===== src/rtl/l1_cache_pkg.sv =====
// rtl/l1_cache_pkg.sv - L1 data cache shared types, width derivation and address field helpers
package l1_cache_pkg;

    typedef enum logic [2:0] {
        ST_IDLE   = 3'd0,
        ST_LOOKUP = 3'd1,
        ST_FILL   = 3'd2,
        ST_WTHRU  = 3'd3,
        ST_DONE   = 3'd4
    } state_t;

    function automatic int calc_off_w(input int data_width);
        return $clog2(data_width / 8);
    endfunction

    function automatic int calc_idx_w(input int num_lines);
        return $clog2(num_lines);
    endfunction

    function automatic int calc_tag_w(input int addr_width, input int off_w, input int idx_w);
        return addr_width - off_w - idx_w;
    endfunction

    // Generic bit-field extraction; callers cast the result down to the field width.
    function automatic logic [63:0] addr_field(input logic [63:0] addr, input int lsb, input int width);
        return (addr >> lsb) & ((64'd1 << width) - 64'd1);
    endfunction

    function automatic logic [63:0] get_idx(input logic [63:0] addr, input int off_w, input int idx_w);
        return addr_field(addr, off_w, idx_w);
    endfunction

    function automatic logic [63:0] get_tag(input logic [63:0] addr, input int off_w, input int idx_w,
                                            input int tag_w);
        return addr_field(addr, off_w + idx_w, tag_w);
    endfunction

endpackage


===== src/rtl/l1_dcache_line_array.sv =====
// rtl/l1_dcache_line_array.sv - valid/tag/data line storage, async read, sync write
module l1_line_array #(
    parameter int DATA_WIDTH = 32,
    parameter int NUM_LINES  = 16,
    parameter int IDX_W      = 4,
    parameter int TAG_W      = 26
) (
    input  logic                  clk,
    input  logic                  rst,
    input  logic [IDX_W-1:0]      rd_idx,
    output logic                  rd_valid,
    output logic [TAG_W-1:0]      rd_tag,
    output logic [DATA_WIDTH-1:0] rd_data,
    input  logic                  we,
    input  logic [IDX_W-1:0]      wr_idx,
    input  logic [TAG_W-1:0]      wr_tag,
    input  logic [DATA_WIDTH-1:0] wr_data
);

    logic [NUM_LINES-1:0]  valid;
    logic [TAG_W-1:0]      tags  [NUM_LINES];
    logic [DATA_WIDTH-1:0] datas [NUM_LINES];

    assign rd_valid = valid[rd_idx];
    assign rd_tag   = tags[rd_idx];
    assign rd_data  = datas[rd_idx];

    // Valid bits are the only state that must be cleared; stale tag/data are masked by valid.
    always_ff @(posedge clk) begin
        if (rst) begin
            valid <= '0;
        end else if (we) begin
            valid[wr_idx] <= 1'b1;
        end
    end

    // Tag and data write port.
    always_ff @(posedge clk) begin
        if (we) begin
            tags[wr_idx]  <= wr_tag;
            datas[wr_idx] <= wr_data;
        end
    end

endmodule


===== src/rtl/l1_dcache.sv =====
// rtl/l1_dcache.sv - direct-mapped write-through L1 D-cache top; L1_PERF_CNT_EN adds hit/miss counters
module l1_dcache
    import l1_cache_pkg::*;
#(
    parameter int DATA_WIDTH = 32,
    parameter int ADDR_WIDTH = 32,
    parameter int NUM_LINES  = 16
) (
    input  logic                  clk,
    input  logic                  rst,
    input  logic [ADDR_WIDTH-1:0] cpu_addr,
    input  logic [DATA_WIDTH-1:0] cpu_wdata,
    input  logic                  cpu_read,
    input  logic                  cpu_write,
    output logic [DATA_WIDTH-1:0] cpu_rdata,
    output logic                  cpu_ready,
    output logic                  cpu_hit,
    output logic [ADDR_WIDTH-1:0] l2_addr,
    output logic [DATA_WIDTH-1:0] l2_wdata,
    output logic                  l2_read,
    output logic                  l2_write,
    input  logic [DATA_WIDTH-1:0] l2_rdata,
    input  logic                  l2_ready
`ifdef L1_PERF_CNT_EN
    ,
    output logic [31:0]           hit_cnt,
    output logic [31:0]           miss_cnt
`endif
);

    localparam int OFF_W = calc_off_w(DATA_WIDTH);
    localparam int IDX_W = calc_idx_w(NUM_LINES);
    localparam int TAG_W = calc_tag_w(ADDR_WIDTH, OFF_W, IDX_W);

    state_t                state, state_n;
    logic [ADDR_WIDTH-1:0] req_addr, req_addr_n;
    logic [DATA_WIDTH-1:0] req_wdata, req_wdata_n;
    logic                  req_store, req_store_n;
    logic                  req_hit, req_hit_n;
    logic [DATA_WIDTH-1:0] cpu_rdata_n;
    logic                  cpu_ready_n, cpu_hit_n;
    logic [ADDR_WIDTH-1:0] l2_addr_n;
    logic [DATA_WIDTH-1:0] l2_wdata_n;
    logic                  l2_read_n, l2_write_n;

    logic [IDX_W-1:0]      req_idx;
    logic [TAG_W-1:0]      req_tag;
    logic                  line_valid;
    logic [TAG_W-1:0]      line_tag;
    logic [DATA_WIDTH-1:0] line_data;
    logic                  lookup_hit;
    logic                  arr_we;
    logic [DATA_WIDTH-1:0] arr_wdata;

    assign req_idx    = IDX_W'(get_idx(64'(req_addr), OFF_W, IDX_W));
    assign req_tag    = TAG_W'(get_tag(64'(req_addr), OFF_W, IDX_W, TAG_W));
    assign lookup_hit = line_valid && (line_tag == req_tag);

    l1_line_array #(
        .DATA_WIDTH (DATA_WIDTH),
        .NUM_LINES  (NUM_LINES),
        .IDX_W      (IDX_W),
        .TAG_W      (TAG_W)
    ) u_lines (
        .clk      (clk),
        .rst      (rst),
        .rd_idx   (req_idx),
        .rd_valid (line_valid),
        .rd_tag   (line_tag),
        .rd_data  (line_data),
        .we       (arr_we),
        .wr_idx   (req_idx),
        .wr_tag   (req_tag),
        .wr_data  (arr_wdata)
    );

    // Next-state and next-output logic; every output is registered below.
    always_comb begin
        state_n     = state;
        req_addr_n  = req_addr;
        req_wdata_n = req_wdata;
        req_store_n = req_store;
        req_hit_n   = req_hit;
        cpu_rdata_n = cpu_rdata;
        cpu_ready_n = 1'b0;
        cpu_hit_n   = cpu_hit;
        l2_addr_n   = l2_addr;
        l2_wdata_n  = l2_wdata;
        l2_read_n   = l2_read;
        l2_write_n  = l2_write;
        arr_we      = 1'b0;
        arr_wdata   = req_wdata;
        case (state)
            ST_IDLE: begin
                if (cpu_write || cpu_read) begin
                    req_addr_n  = cpu_addr;
                    req_wdata_n = cpu_wdata;
                    req_store_n = cpu_write;
                    state_n     = ST_LOOKUP;
                end
            end
            ST_LOOKUP: begin
                req_hit_n = lookup_hit;
                if (req_store) begin
                    // Update in place on a hit only; a store miss never allocates.
                    arr_we     = lookup_hit;
                    arr_wdata  = req_wdata;
                    l2_addr_n  = req_addr;
                    l2_wdata_n = req_wdata;
                    l2_write_n = 1'b1;
                    state_n    = ST_WTHRU;
                end else if (lookup_hit) begin
                    cpu_rdata_n = line_data;
                    cpu_hit_n   = 1'b1;
                    cpu_ready_n = 1'b1;
                    state_n     = ST_DONE;
                end else begin
                    l2_addr_n = req_addr;
                    l2_read_n = 1'b1;
                    state_n   = ST_FILL;
                end
            end
            ST_FILL: begin
                if (l2_ready) begin
                    arr_we      = 1'b1;
                    arr_wdata   = l2_rdata;
                    cpu_rdata_n = l2_rdata;
                    cpu_hit_n   = 1'b0;
                    cpu_ready_n = 1'b1;
                    l2_read_n   = 1'b0;
                    state_n     = ST_DONE;
                end
            end
            ST_WTHRU: begin
                if (l2_ready) begin
                    cpu_hit_n   = req_hit;
                    cpu_ready_n = 1'b1;
                    l2_write_n  = 1'b0;
                    state_n     = ST_DONE;
                end
            end
            ST_DONE: begin
                state_n = ST_IDLE;
            end
            default: begin
                state_n = ST_IDLE;
            end
        endcase
    end

    // State, request and output registers; reset drops any outstanding L2 request.
    always_ff @(posedge clk) begin
        if (rst) begin
            state     <= ST_IDLE;
            req_addr  <= '0;
            req_wdata <= '0;
            req_store <= 1'b0;
            req_hit   <= 1'b0;
            cpu_rdata <= '0;
            cpu_ready <= 1'b0;
            cpu_hit   <= 1'b0;
            l2_addr   <= '0;
            l2_wdata  <= '0;
            l2_read   <= 1'b0;
            l2_write  <= 1'b0;
        end else begin
            state     <= state_n;
            req_addr  <= req_addr_n;
            req_wdata <= req_wdata_n;
            req_store <= req_store_n;
            req_hit   <= req_hit_n;
            cpu_rdata <= cpu_rdata_n;
            cpu_ready <= cpu_ready_n;
            cpu_hit   <= cpu_hit_n;
            l2_addr   <= l2_addr_n;
            l2_wdata  <= l2_wdata_n;
            l2_read   <= l2_read_n;
            l2_write  <= l2_write_n;
        end
    end

`ifdef L1_PERF_CNT_EN
    // Saturating hit/miss counters, one increment per lookup for loads and stores alike.
    always_ff @(posedge clk) begin
        if (rst) begin
            hit_cnt  <= '0;
            miss_cnt <= '0;
        end else if (state == ST_LOOKUP) begin
            if (lookup_hit) begin
                if (hit_cnt != 32'hFFFF_FFFF) hit_cnt <= hit_cnt + 32'd1;
            end else begin
                if (miss_cnt != 32'hFFFF_FFFF) miss_cnt <= miss_cnt + 32'd1;
            end
        end
    end
`endif

endmodule


===== config.mk =====
export PLATFORM = sky130hd
export DESIGN_NAME = l1_dcache
export DESIGN_NICKNAME = d
export VERILOG_FILES = /design/src/rtl/l1_cache_pkg.sv /design/src/rtl/l1_dcache_line_array.sv /design/src/rtl/l1_dcache.sv
export SDC_FILE = /design/constraint.sdc
export NUM_CORES = 1
export LEC_CHECK = 0
export CORE_UTILIZATION = 60
export DETAILED_ROUTE_END_ITERATION = 7
export PLACE_DENSITY = 0.79
export SYNTH_ARGS = -nofsm -noshare
export SYNTH_HDL_FRONTEND = slang
export SYNTH_HIERARCHICAL = 1
export SYNTH_SLANG_ARGS = --single-unit

===== constraint.sdc =====
create_clock -name clk -period 9.44 [get_ports clk]
set_input_delay 1.888 -clock clk [delete_from_list [all_inputs] [get_ports clk]]
set_output_delay 1.888 -clock clk [all_outputs]
set_load 0.02 [all_outputs]

* Word-level counts from Yosys, hierarchy flattened
Memory sizes are Yosys's and may differ from the RTL's. A register that Yosys moved wholly into a read port is not among the register bits. Index checks and enable logic that the tools add are counted.
Operators by class: $lt $le $gt $ge 2, bitwise logic cells 1, multiplexer cells 39, reduce and logical (&&, ||, !) cells 16, eq/ne operators 13
Operators with widths (number):
- 32-bit two-way mux | 7
- 32-bit one-hot mux with 2 select lines | 1
- 26-bit == test | 1
- 4-bit two-way mux | 4
- 2-bit != test, second input constant | 8
- 16-bit OR | 1
- 1-bit two-way mux | 15
- 3-bit two-way mux | 4
- 3-bit one-hot mux with 3 select lines | 1
- 1-bit one-hot mux with 2 select lines | 4
- 2-bit AND reduction | 4
- 4-bit AND reduction | 2
- 3-bit by 2-bit == test with 1-bit output, second input constant | 2
- 4-bit by 5-bit less-than comparator with 1-bit output, second input constant | 1
- 5-bit AND reduction | 1
- 1-bit binary-select mux with 4-bit select | 1
- 1-bit demux with 4-bit select | 1
- 4-bit by 1-bit greater-or-equal comparator with 1-bit output, second input constant | 1
- 2-bit nonzero test | 2
- 3-bit by 1-bit == test with 1-bit output, second input constant | 1
- 3-bit logical NOT | 1
- 1-bit one-hot mux with 3 select lines | 1
- 3-bit AND reduction | 1
- 3-bit nonzero test | 1
- 4 further kinds | 5
Storage, ports and cells: input port bits 101, output and inout port bits 100, RAM bits 928, memories kept 2, logic and storage cells 86, register bits 185
Memory list:
- u_lines.datas | words 16, width 32, read ports 1, clocked after Yosys merged registers in 1, wr ports 1, line l1_dcache_line_array.sv:22 | logic [DATA_WIDTH-1:0] datas [NUM_LINES];
- u_lines.tags | words 16, width 26, read ports 1, clocked after Yosys merged registers in 1, wr ports 1, line l1_dcache_line_array.sv:21 | logic [TAG_W-1:0] tags [NUM_LINES];

* Depth between registers and ports, before layout
depth in word-level cells 7, mapped depth 14, mapped depth without buffers 11

* Hierarchy
The synthesis kept the hierarchy.
Modules (own cells, without submodules):
- l1_line_array | seq. area each 28187.0 um^2, area each 35323.9 um^2, instances 1, cells an instance 1506
- l1_dcache | seq. area each 3383.2 um^2, area each 7611.0 um^2, instances 1, cells an instance 850

* Least setup slack after synthesis
Ideal clock, no wire load.
path kind register to register, start reg req_addr[2], end mem u_lines.datas[0][0] (enable), library setup time 0.545 ns, period minus slack after synthesis 7.722 ns, data required time 8.895 ns, buffers on the path 2, arrival 7.177 ns, path slack 1.718 ns, stages on the path, launching flop included 13, path through dfxtp_1 > buf_2 > buf_2 > mux4_2 > a22oi_1 > nand2_1 > xnor2_1 > nand4_1 > nor4_4 > nand3_1 > nand2b_1 > or3b_2 > nor3_1
Between the ends: cells in the longest elaborated chain, start to end 7
RTL lines:
- start, declared | line l1_dcache.sv:36 | logic [ADDR_WIDTH-1:0] req_addr, req_addr_n;
- start signal, assigned | line l1_dcache.sv:168 | req_addr <= req_addr_n;
- 1-bit binary-select mux with 4-bit select | line l1_dcache_line_array.sv:24 | assign rd_valid = valid[rd_idx];
- 1-bit two-way mux (not written as such) | line l1_dcache_line_array.sv:24
- 1-bit logical AND | line l1_dcache.sv:57 | assign lookup_hit = line_valid && (line_tag == req_tag);
- 1-bit two-way mux | line l1_dcache.sv:104 | if (req_store) begin
- 1-bit one-hot mux with 2 select lines | line l1_dcache.sv:93 | case (state)
- named net arr_we | line l1_dcache.sv:52 | logic arr_we;
- 1-bit two-way mux | line l1_dcache_line_array.sv:39 | if (we) begin
- 1-bit two-way mux (not written as such) | line l1_dcache_line_array.sv:41 | datas[wr_idx] <= wr_data;
- end, declared | line l1_dcache_line_array.sv:22
The timed path passes the listed nets, and every way through them passes these cells. The select of a mux whose other input is x is not followed.

* Final worst setup path
start reg req_addr[3], end mem u_lines.tags[4][11] (enable)
Between the ends: cells in the longest elaborated chain, start to end 7
RTL lines:
- 1-bit binary-select mux with 4-bit select | line l1_dcache_line_array.sv:24
- 1-bit two-way mux (not written as such) | line l1_dcache_line_array.sv:24
- 1-bit logical AND | line l1_dcache.sv:57
- 1-bit two-way mux | line l1_dcache.sv:104
- 1-bit one-hot mux with 2 select lines | line l1_dcache.sv:93
- named net arr_we | line l1_dcache.sv:52
- 1-bit two-way mux | line l1_dcache_line_array.sv:39
- 1-bit two-way mux (not written as such) | line l1_dcache_line_array.sv:40 | tags[wr_idx] <= wr_tag;
- end, declared | line l1_dcache_line_array.sv:21
The timed path passes the listed nets, and every way through them passes these cells. The select of a mux whose other input is x is not followed.

==> qor.csv <==
stage,metric,value,unit
logic_synthesis,Mapped Nets,2457,
global_routing,largest net degree at the start of global routing,176,
clock_tree,TritonCTS clock tree,done,
cells_and_area,layout cell share with drive strength beyond 1,20.2,%
floorplanning,die area,72600,µm²
global_routing,first-pass GRT wire length,152,mm
logic_synthesis,ys async rst share,0,%
sta,Pins Over Slew Limit,0,
clock_tree,Clock transition at path regs,0.06,ns
logic_synthesis,sequential area share after synthesis,73.5,%
detailed_routing,DRC Markers,0,
setup_path,"reg-to-reg slack, setup",2.58,ns
detailed_routing,WL met2,49.8,mm
placement,DPL Wire Length,53.1,mm
sta,final worst setup slack,2.58,ns
floorplanning,die height,270,µm
clock_tree,# hold bufs at CTS,0,
detailed_routing,DR top layer,met5,
cells_and_area,"commonest non-fill, non-tap cells in the layout","edfxtp_1, nand2_1, mux4_2",
cells_and_area,"commonest non-fill, non-tap cell in the layout",edfxtp_1,
floorplanning,die extent in x,270,µm
clock_tree,post-cts resize count,0,
clock_tree,Worst-Skew Late Latency,0.68,ns
detailed_routing,wire length on met1,38.8,mm
logic_synthesis,Post-synth EDFFs,928,
placement,IO Port Bufs,200,
worst_hold_path,Hold Path Class,reg -> reg,
detailed_routing,initial drt markers,2935,
floorplanning,I/O pins,201,
sta,unrepaired setup endpoints after global routing,no,
setup_path,"Max FO, Critical Path",175,
clock_tree,maximum buffer depth of the clock tree,3,
clock_tree,Num CTS Buffers,106,
logic_synthesis,Yosys warning total,6,
floorplanning,core area,70400,µm²
detailed_routing,Via density,6.51,
cells_and_area,Antenna diodes,0,
sta,Max Clk Rate,0.146,GHz
detailed_routing,1st-pass router iterations,7,
sta,Setup TNS,0,ns
sta,final hold violation count,0,
sta,worst-case clock skew,0.0384,ns
setup_path,CP arrival,7.14,ns
detailed_routing,met3 WL,11.2,mm
setup_path,CP required,9.72,ns
logic_synthesis,Synth Instances,2356,
setup_path,crit start category,register,
placement,post-place setup slack,2.81,ns
pwr,"IR drop worst, VDD",175,µV
floorplanning,Initial Util,61.0,%
global_routing,Overall Global Routing Usage,28.4,%
clock_tree,CTS H-tree lvls,3,
logic_synthesis,Yosys cell types,37,
detailed_routing,routed len/inst,28.5,µm
logic_synthesis,Post-synth top flop,edfxtp_1,
floorplanning,row count,97,
cells_and_area,Final #Nets,2663,
detailed_routing,Routed Antenna Nets,0,
pwr,leakage,0.0158,µW
detailed_routing,Final Routed Wirelength,103,mm
global_routing,GR Overflow Total,0,
sta,Worst slew margin,12.5,%
job,max-cap violations,0,
clock_tree,CTS root buffer,clkbuf_16,
setup_path,Critical Path End Type,register,
sta,final setup fails,0,
global_routing,initial antenna violation count,1,
outcome,status,finished clean,
sta,Worst Tran Pin Value,1.31,ns
setup_path,WS Path Type,reg -> reg,
sta,fin crit share,72.6,%
clock_tree,# Post-CTS Setup Buffers,0,
cells_and_area,area delta synth->final,15.0,%
logic_synthesis,"Avg Cell Area, Syn",18.2,µm²
logic_synthesis,Netlist Area Pre-Place,42900,µm²
logic_synthesis,#FFs+latches synth,1113,
detailed_routing,vias,23426,
global_routing,vias in the first global route,23903,
clock_tree,CTS Sinks,1113,
placement,gpl congestion,0.800,
pwr,pwr dens,217,nW/µm²
sta,Period minus WS final,6.86,ns
## cells by family after synthesis
| family | Yosys count | synth area share, % |
|---|---|---|
| simple gates | 465 | 4.96 |
| buf+inv | 144 | 1.56 |
| mux | 365 | 15.8 |
| flops | 1113 | 73.5 |
| xor+xnor | 26 | 0.530 |
| compound gates | 243 | 3.58 |
## worst paths after layout
check | start | to | cells past startpoint
setup / recovery | req_addr[3] | u_lines/tags[4][11] | 12
hold / removal | l2_wdata[19] | l2_wdata[19] | 2
setup reg to reg | req_addr[3] | u_lines/tags[4][11] | 12
hold reg to reg | l2_wdata[19] | l2_wdata[19] | 2
## critical path, stage by stage, from the launching register on
cell and delay, ns:
dfxtp_4 1.06, buf_12 0.74, mux4_2 0.43, a22oi_1 0.29, nand2_1 0.13, xnor2_1 0.17
nand3_1 0.29, nor3_1 0.50, nand3_1 0.15, nand2b_1 0.31, or3b_2 0.61, nor2_4 0.75
buf_4 0.76
## cell usage after synthesis, types with 2 or more instances
master	count	area [µm²]
clkbuf_1	75	282
and3b_1	2	17.5
mux4_2	236	5320
nor3_1	6	30.0
o21a_1	2	15.0
a21oi_1	113	566
a31oi_1	5	31.3
mux2_4	30	450
mux2_2	35	394
nor3b_1	2	15.0
buf_2	46	230
nand2b_1	65	407
edfxtp_1	928	27900
buf_1	12	45.0
nand3_1	4	20.0
buf_6	8	90.1
mux2i_1	64	641
nor2b_1	39	244
or2b_1	3	22.5
a21oi_2	2	17.5
buf_4	3	22.5
nand4_1	6	37.5
nand2_1	258	968
a22oi_1	119	893
dfxtp_1	185	3700
xnor2_1	26	228
nor2_1	67	251
and2_1	4	25.0
nand3b_1	2	15.0
or3b_2	2	17.5
## per-stage QoR
stage	instance area [µm²]	cells	utilization, %	total power, µW	hold slack (ns)
finish	49400	3596	70.1	10700	0.456
global route	49400	3596	70.1	11000	0.478
CTS	49400	3596	70.1	10800	0.456
detailed placement	46000	3394	65.3	6630	0.448
global placement	46000	3394	65.3	6590	0.443
floorplan	42900	2356	-	6290	0.431
## cell type report
| type | instances | area [µm²] |
|---|---|---|
| clock buffer | 152 | 2960 |
| multi-input combinational | 1099 | 10900 |
| fill | 4134 | 21000 |
| sequential | 1113 | 31600 |
| timing repair buffer | 242 | 2350 |
| tap | 940 | 1180 |
| clock inverter | 50 | 453 |
## per-layer routing
metal / up-vias / GRT usage (%)
li1: 9676 / -
met1: 12106 / 39.4
met2: 1444 / 45.7
met3: 196 / 6.19
met4: 4 / 8.96
met5: - / 0
## report_power, final
group          internal [µW]  switching [µW]  total [µW]
logic                    412             552         963
clock network           2360            1820        4180
registers               5460             117        5570
total                   8230            2490       10700
## sequential cells by signal, indices dropped and copies added, names as in the netlist
| register | flops |
|---|---|
| l2_write | 1 |
| state | 3 |
| req_addr | 32 |
| req_wdata | 32 |
| cpu_hit | 1 |
| l2_addr | 32 |
| cpu_rdata | 32 |
| u_lines/tags | 416 |
| req_hit | 1 |
| l2_read | 1 |
| cpu_ready | 1 |
| u_lines/valid | 16 |
| l2_wdata | 32 |
| req_store | 1 |
| u_lines/datas | 512 |
(Power assumes the default switching activity.)
==> patch 1, RTL diff (same flow settings) <==
Encoding of `state_t`: now one-hot (5 bits for 5 states).
--- a/src/rtl/l1_cache_pkg.sv
+++ b/src/rtl/l1_cache_pkg.sv
@@ -3,8 +3,8 @@
 
-    typedef enum logic [2:0] {
-        ST_IDLE   = 3'd0,
-        ST_LOOKUP = 3'd1,
-        ST_FILL   = 3'd2,
-        ST_WTHRU  = 3'd3,
-        ST_DONE   = 3'd4
+    typedef enum logic [4:0] {
+        ST_IDLE   = 5'b00001,
+        ST_LOOKUP = 5'b00010,
+        ST_FILL   = 5'b00100,
+        ST_WTHRU  = 5'b01000,
+        ST_DONE   = 5'b10000
     } state_t;
Function: no difference found for any inputs over 4 cycles, from zero or initial values and one cycle with rst high; so few cycles prove little.
==> patch 1 against the original RTL <==
Routed wire length increased by 3.2%. Area after synthesis decreased by 0.86%. Sequential share of layout area increased by 0.40 points. Power down 0.66%. Clock skew is 0.011 ns lower. Worst setup slack got worse by 0.33 ns. Design area is 0.49% lower. Count of clock-buffer cells in the layout fell by 6. Sequential cell count rose by 2. Non-clock buffer count grew 12.
==> patch 1: results <==
setup_path:
  cp_data_arrival_time_ns: 7.49
  crit_end: "u_lines/datas[15][11]$_DFFE_PP_"
  rr_startpoint: "req_addr[5]$_SDFFE_PP0P_"
  path_max_fanout: 33
  reg2reg_slack_ns: 2.25
  crit_path_start: "req_addr[5]$_SDFFE_PP0P_"
  rr_worst_depth: 12
global_routing:
  track_usage: 0.300
  grt_antenna_before_repair: 5
  grt_max_degree: 132
  grt_first_pass_wirelength_um: 156000
clocking:
  cts_resized: 0
  clk_pin_slew_ns: 0.06
  clock_latency_ns: 0.67
  cts_root_buf: "clkbuf_16"
  cts_htree_levels: 3
  cts_setup_buffers: 0
  cts-buffers-inserted: 105
  cts_max_path_buffers: 3
synthesis:
  synth_compound_gate_area_share: 0.0471
  synth_xor_area_frac: 0.00556
  async_flop_share: 0
  synth-seq-area-share: 0.743
  synth_fp_nets: 2504
  ys_warn_count: 6
  muxShareOfSynthArea: 0.132
  synth_edf_count: 928
  ys_types: 43
  synth_area_leaders: "edfxtp_1, mux4_2, dfxtp_1"
  synth_fa_ha_area_frac: 0
  synth_commonest_cells: "edfxtp_1, nand2_1, mux4_2"
power:
  power_leakage_uw: 0.0160
  p_switching_uw: 2390
  ir_drop_uv: 143
placed_design:
  dp_hpwl_um: 57700
  dpl_cell_area_um2: 45600
  place.gp.congestion: 0.819
  pre_cts_ws_ns: 2.44
  io_buffers: 200
sta:
  timing.final.ws_setup_ns: 2.25
  relSlewSlack: 0.125
  fin_skew_ns: 0.0278
  layout_worst_path_cycle_share: 0.761
detailed_routing:
  drt-total-wl_um: 106000
  vias: 24100
  drtPass1Iterations: 8
  drtIter0Drc: 3046
cells_and_area:
  fin_nets: 2716
  reg_top3: "u_lines/datas (512), u_lines/tags (416)"
  seq_area_um2: 31600
  fillers: 4248
  drive_above_1_share: 0.188
hold_path:
  hp-start: "l2_wdata[24]$_SDFFE_PP0P_"
  min_path_cells: 2
  min_path_type: "reg -> reg"
  hold_path_end: "l2_wdata[24]$_SDFFE_PP0P_"
status:
  outcome: "finished clean"
## patch 1: power groups by stage
stage                     Clock, µW  Sequential [µW]  Combinational (µW)
after detailed placement          0             5610                 829
after global routing           4530             5510                 897
after floorplan                   0             5580                 551
final                          4300             5500                 845
after CTS                      4340             5500                 841
after global placement            0             5600                 806
## patch 1: cell type report
cell class | count | share of cell area
diodes | 3 | 0.000153
clock buffers | 146 | 0.0619
clock inverters | 53 | 0.0105
inverters | 3 | 0.000229
multi-input cells | 1136 | 0.210
flip-flops and latches | 1115 | 0.643
well taps | 940 | 0.0239
repair buffers | 254 | 0.0495
## patch 1: critical path, cell delays in order, from the launching register on
cell,delay [ns]
dfxtp_1,0.88
nor2b_4,1.05
buf_4,0.56
a22oi_1,0.18
nand2_1,0.12
xnor2_1,0.13
nand4_1,0.16
nor4_4,0.36
nand2_1,0.16
o21ai_0,0.84
nand3_1,0.60
nor2_4,1.09
buf_4,0.63
## patch 1: through the flow
stage / cells / hold slack, ns
2_1_floorplan: 2403 / 0.431
4_1_cts: 3647 / 0.457
6_report: 3650 / 0.456
3_3_place_gp: 3448 / 0.441
3_5_place_dp: 3448 / 0.449
5_1_grt: 3648 / 0.474
## patch 1: routing by layer
| metal | routed length (µm) | vias up | GRT usage |
|---|---|---|---|
| li1 | - | 9871 | - |
| met1 | 38800 | 12200 | 0.407 |
| met2 | 51200 | 1702 | 0.479 |
| met3 | 11800 | 270 | 0.0652 |
| met4 | 4030 | 2 | 0.124 |
| met5 | 12 | - | 0 |
## patch 1: logic make-up (layout without fill, tap and decap cells)
group                  Yosys count  after routing
multiplexers                   268            268
AND/OR/NAND/NOR                565            565
XOR/XNOR                        27             27
flip-flops                    1115           1115
buffers and inverters          152            456
AO/OA/AOI/OAI                  276            276
other                            0              3
==> patch 2, RTL diff (config.mk and constraints unchanged) <==
Without the edit above. Set the parameter `ADDR_WIDTH` to 28 (it was 32).
--- a/src/rtl/l1_dcache.sv
+++ b/src/rtl/l1_dcache.sv
@@ -5,3 +5,3 @@
     parameter int DATA_WIDTH = 32,
-    parameter int ADDR_WIDTH = 32,
+    parameter int ADDR_WIDTH = 28,
     parameter int NUM_LINES  = 16
Interface: changed (resized cpu_addr and l2_addr); port bits go from 201 to 193. The function was not compared with the original's and may differ.
==> patch 2 against the original RTL <==
Hold slack worse by 0.0018 ns. Power down 3.4%. Design area down 6.7%. Area after synthesis down 7.5%. Routed wire length down 2.0%. Worst setup slack worse by 0.051 ns. Sequential cell count down 72. Global-route usage up 2.1 points. Critical path depth unchanged. Largest power group unchanged. Highest routed layer unchanged.
==> patch 2: results <==
sta:
  whs_ns: 0.454
  fin_skew_ns: 0.0269
  layout_worst_path_cycle_share: 0.732
  worst_pin_slew_ns: 1.33
synthesis:
  ys_types: 43
  synth_xor_area_frac: 0.00331
  synth_edf_count: 864
  synth-seq-area-share: 0.742
  synth_fp_nets: 2297
  syn_inst: 2200
  synth_area_leaders: "edfxtp_1, mux4_2, dfxtp_1"
  synth_compound_gate_area_share: 0.0512
  muxShareOfSynthArea: 0.141
setup_path:
  slowest_delay_ns: 0.77
  r2r-end: "u_lines/datas[4][26]$_DFFE_PP_"
  crit_path_start: "req_addr[2]$_SDFFE_PP0P_"
  cp_data_arrival_time_ns: 7.19
  reg2reg_slack_ns: 2.53
  critPathSlowestCell: "nor2_4"
  rr_worst_depth: 12
clocking:
  cts-buffers-inserted: 99
global_routing:
  grt_pass1_vias: 22800
  grt_first_pass_wirelength_um: 148000
  track_usage: 0.305
  grt_antenna_before_repair: 3
cells_and_area:
  layout.cells.non_filler: 3338
  reg_top3: "u_lines/datas (512), u_lines/tags (352)"
  num_antenna_cells: 0
  drive_above_1_share: 0.198
status:
  outcome: "finished clean"
power:
  p_sw_frac: 0.230
  power_leakage_uw: 0.0148
  p_comb_uw: 930
  ir_drop_uv: 165
detailed_routing:
  vias: 22200
  drtIter0Drc: 2646
  drt-total-wl_um: 101000
placed_design:
  dpl_cell_area_um2: 42600
  io_buffers: 192
  pre_cts_ws_ns: 2.64
  place.gp.congestion: 0.809
  dp.cells: 3151
  dp_hpwl_um: 54500
hold_path:
  hp-start: "l2_wdata[1]$_SDFFE_PP0P_"
  hold_path_end: "l2_wdata[1]$_SDFFE_PP0P_"
[patch 2: cell types whose count changed after synthesis, moves of 30 or more]
cell      delta
edfxtp_1    -64
nand2b_1    -58
inv_1       +38
mux2i_1     -36
a211oi_1    +34
a221oi_1    +32
mux2_4      -30
[patch 2: layout make-up]
cell class	instances	area, µm²	share of cell area
sequential	1041	29500	0.640
clock buffer	121	2750	0.0598
clock inverter	66	722	0.0157
inverter	39	146	0.00318
timing repair buffer	233	2260	0.0490
multi-input combinational	983	9640	0.209
tap	855	1070	0.0232
[patch 2: logic make-up after synthesis]
logic type / after synthesis
multiplexers: 280
AND/OR/NAND/NOR: 384
XOR/XNOR: 15
flip-flops: 1041
AO/OA/AOI/OAI: 304
buffers and inverters: 176
[patch 2: metal layers]
metal / global-route usage / vias to the layer above / share of wire
met5: 0 / - / 0.00027
met4: 0.116 / 4 / 0.036
met3: 0.0617 / 251 / 0.10
met2: 0.502 / 1437 / 0.50
met1: 0.406 / 11400 / 0.36
li1: - / 9105 / -
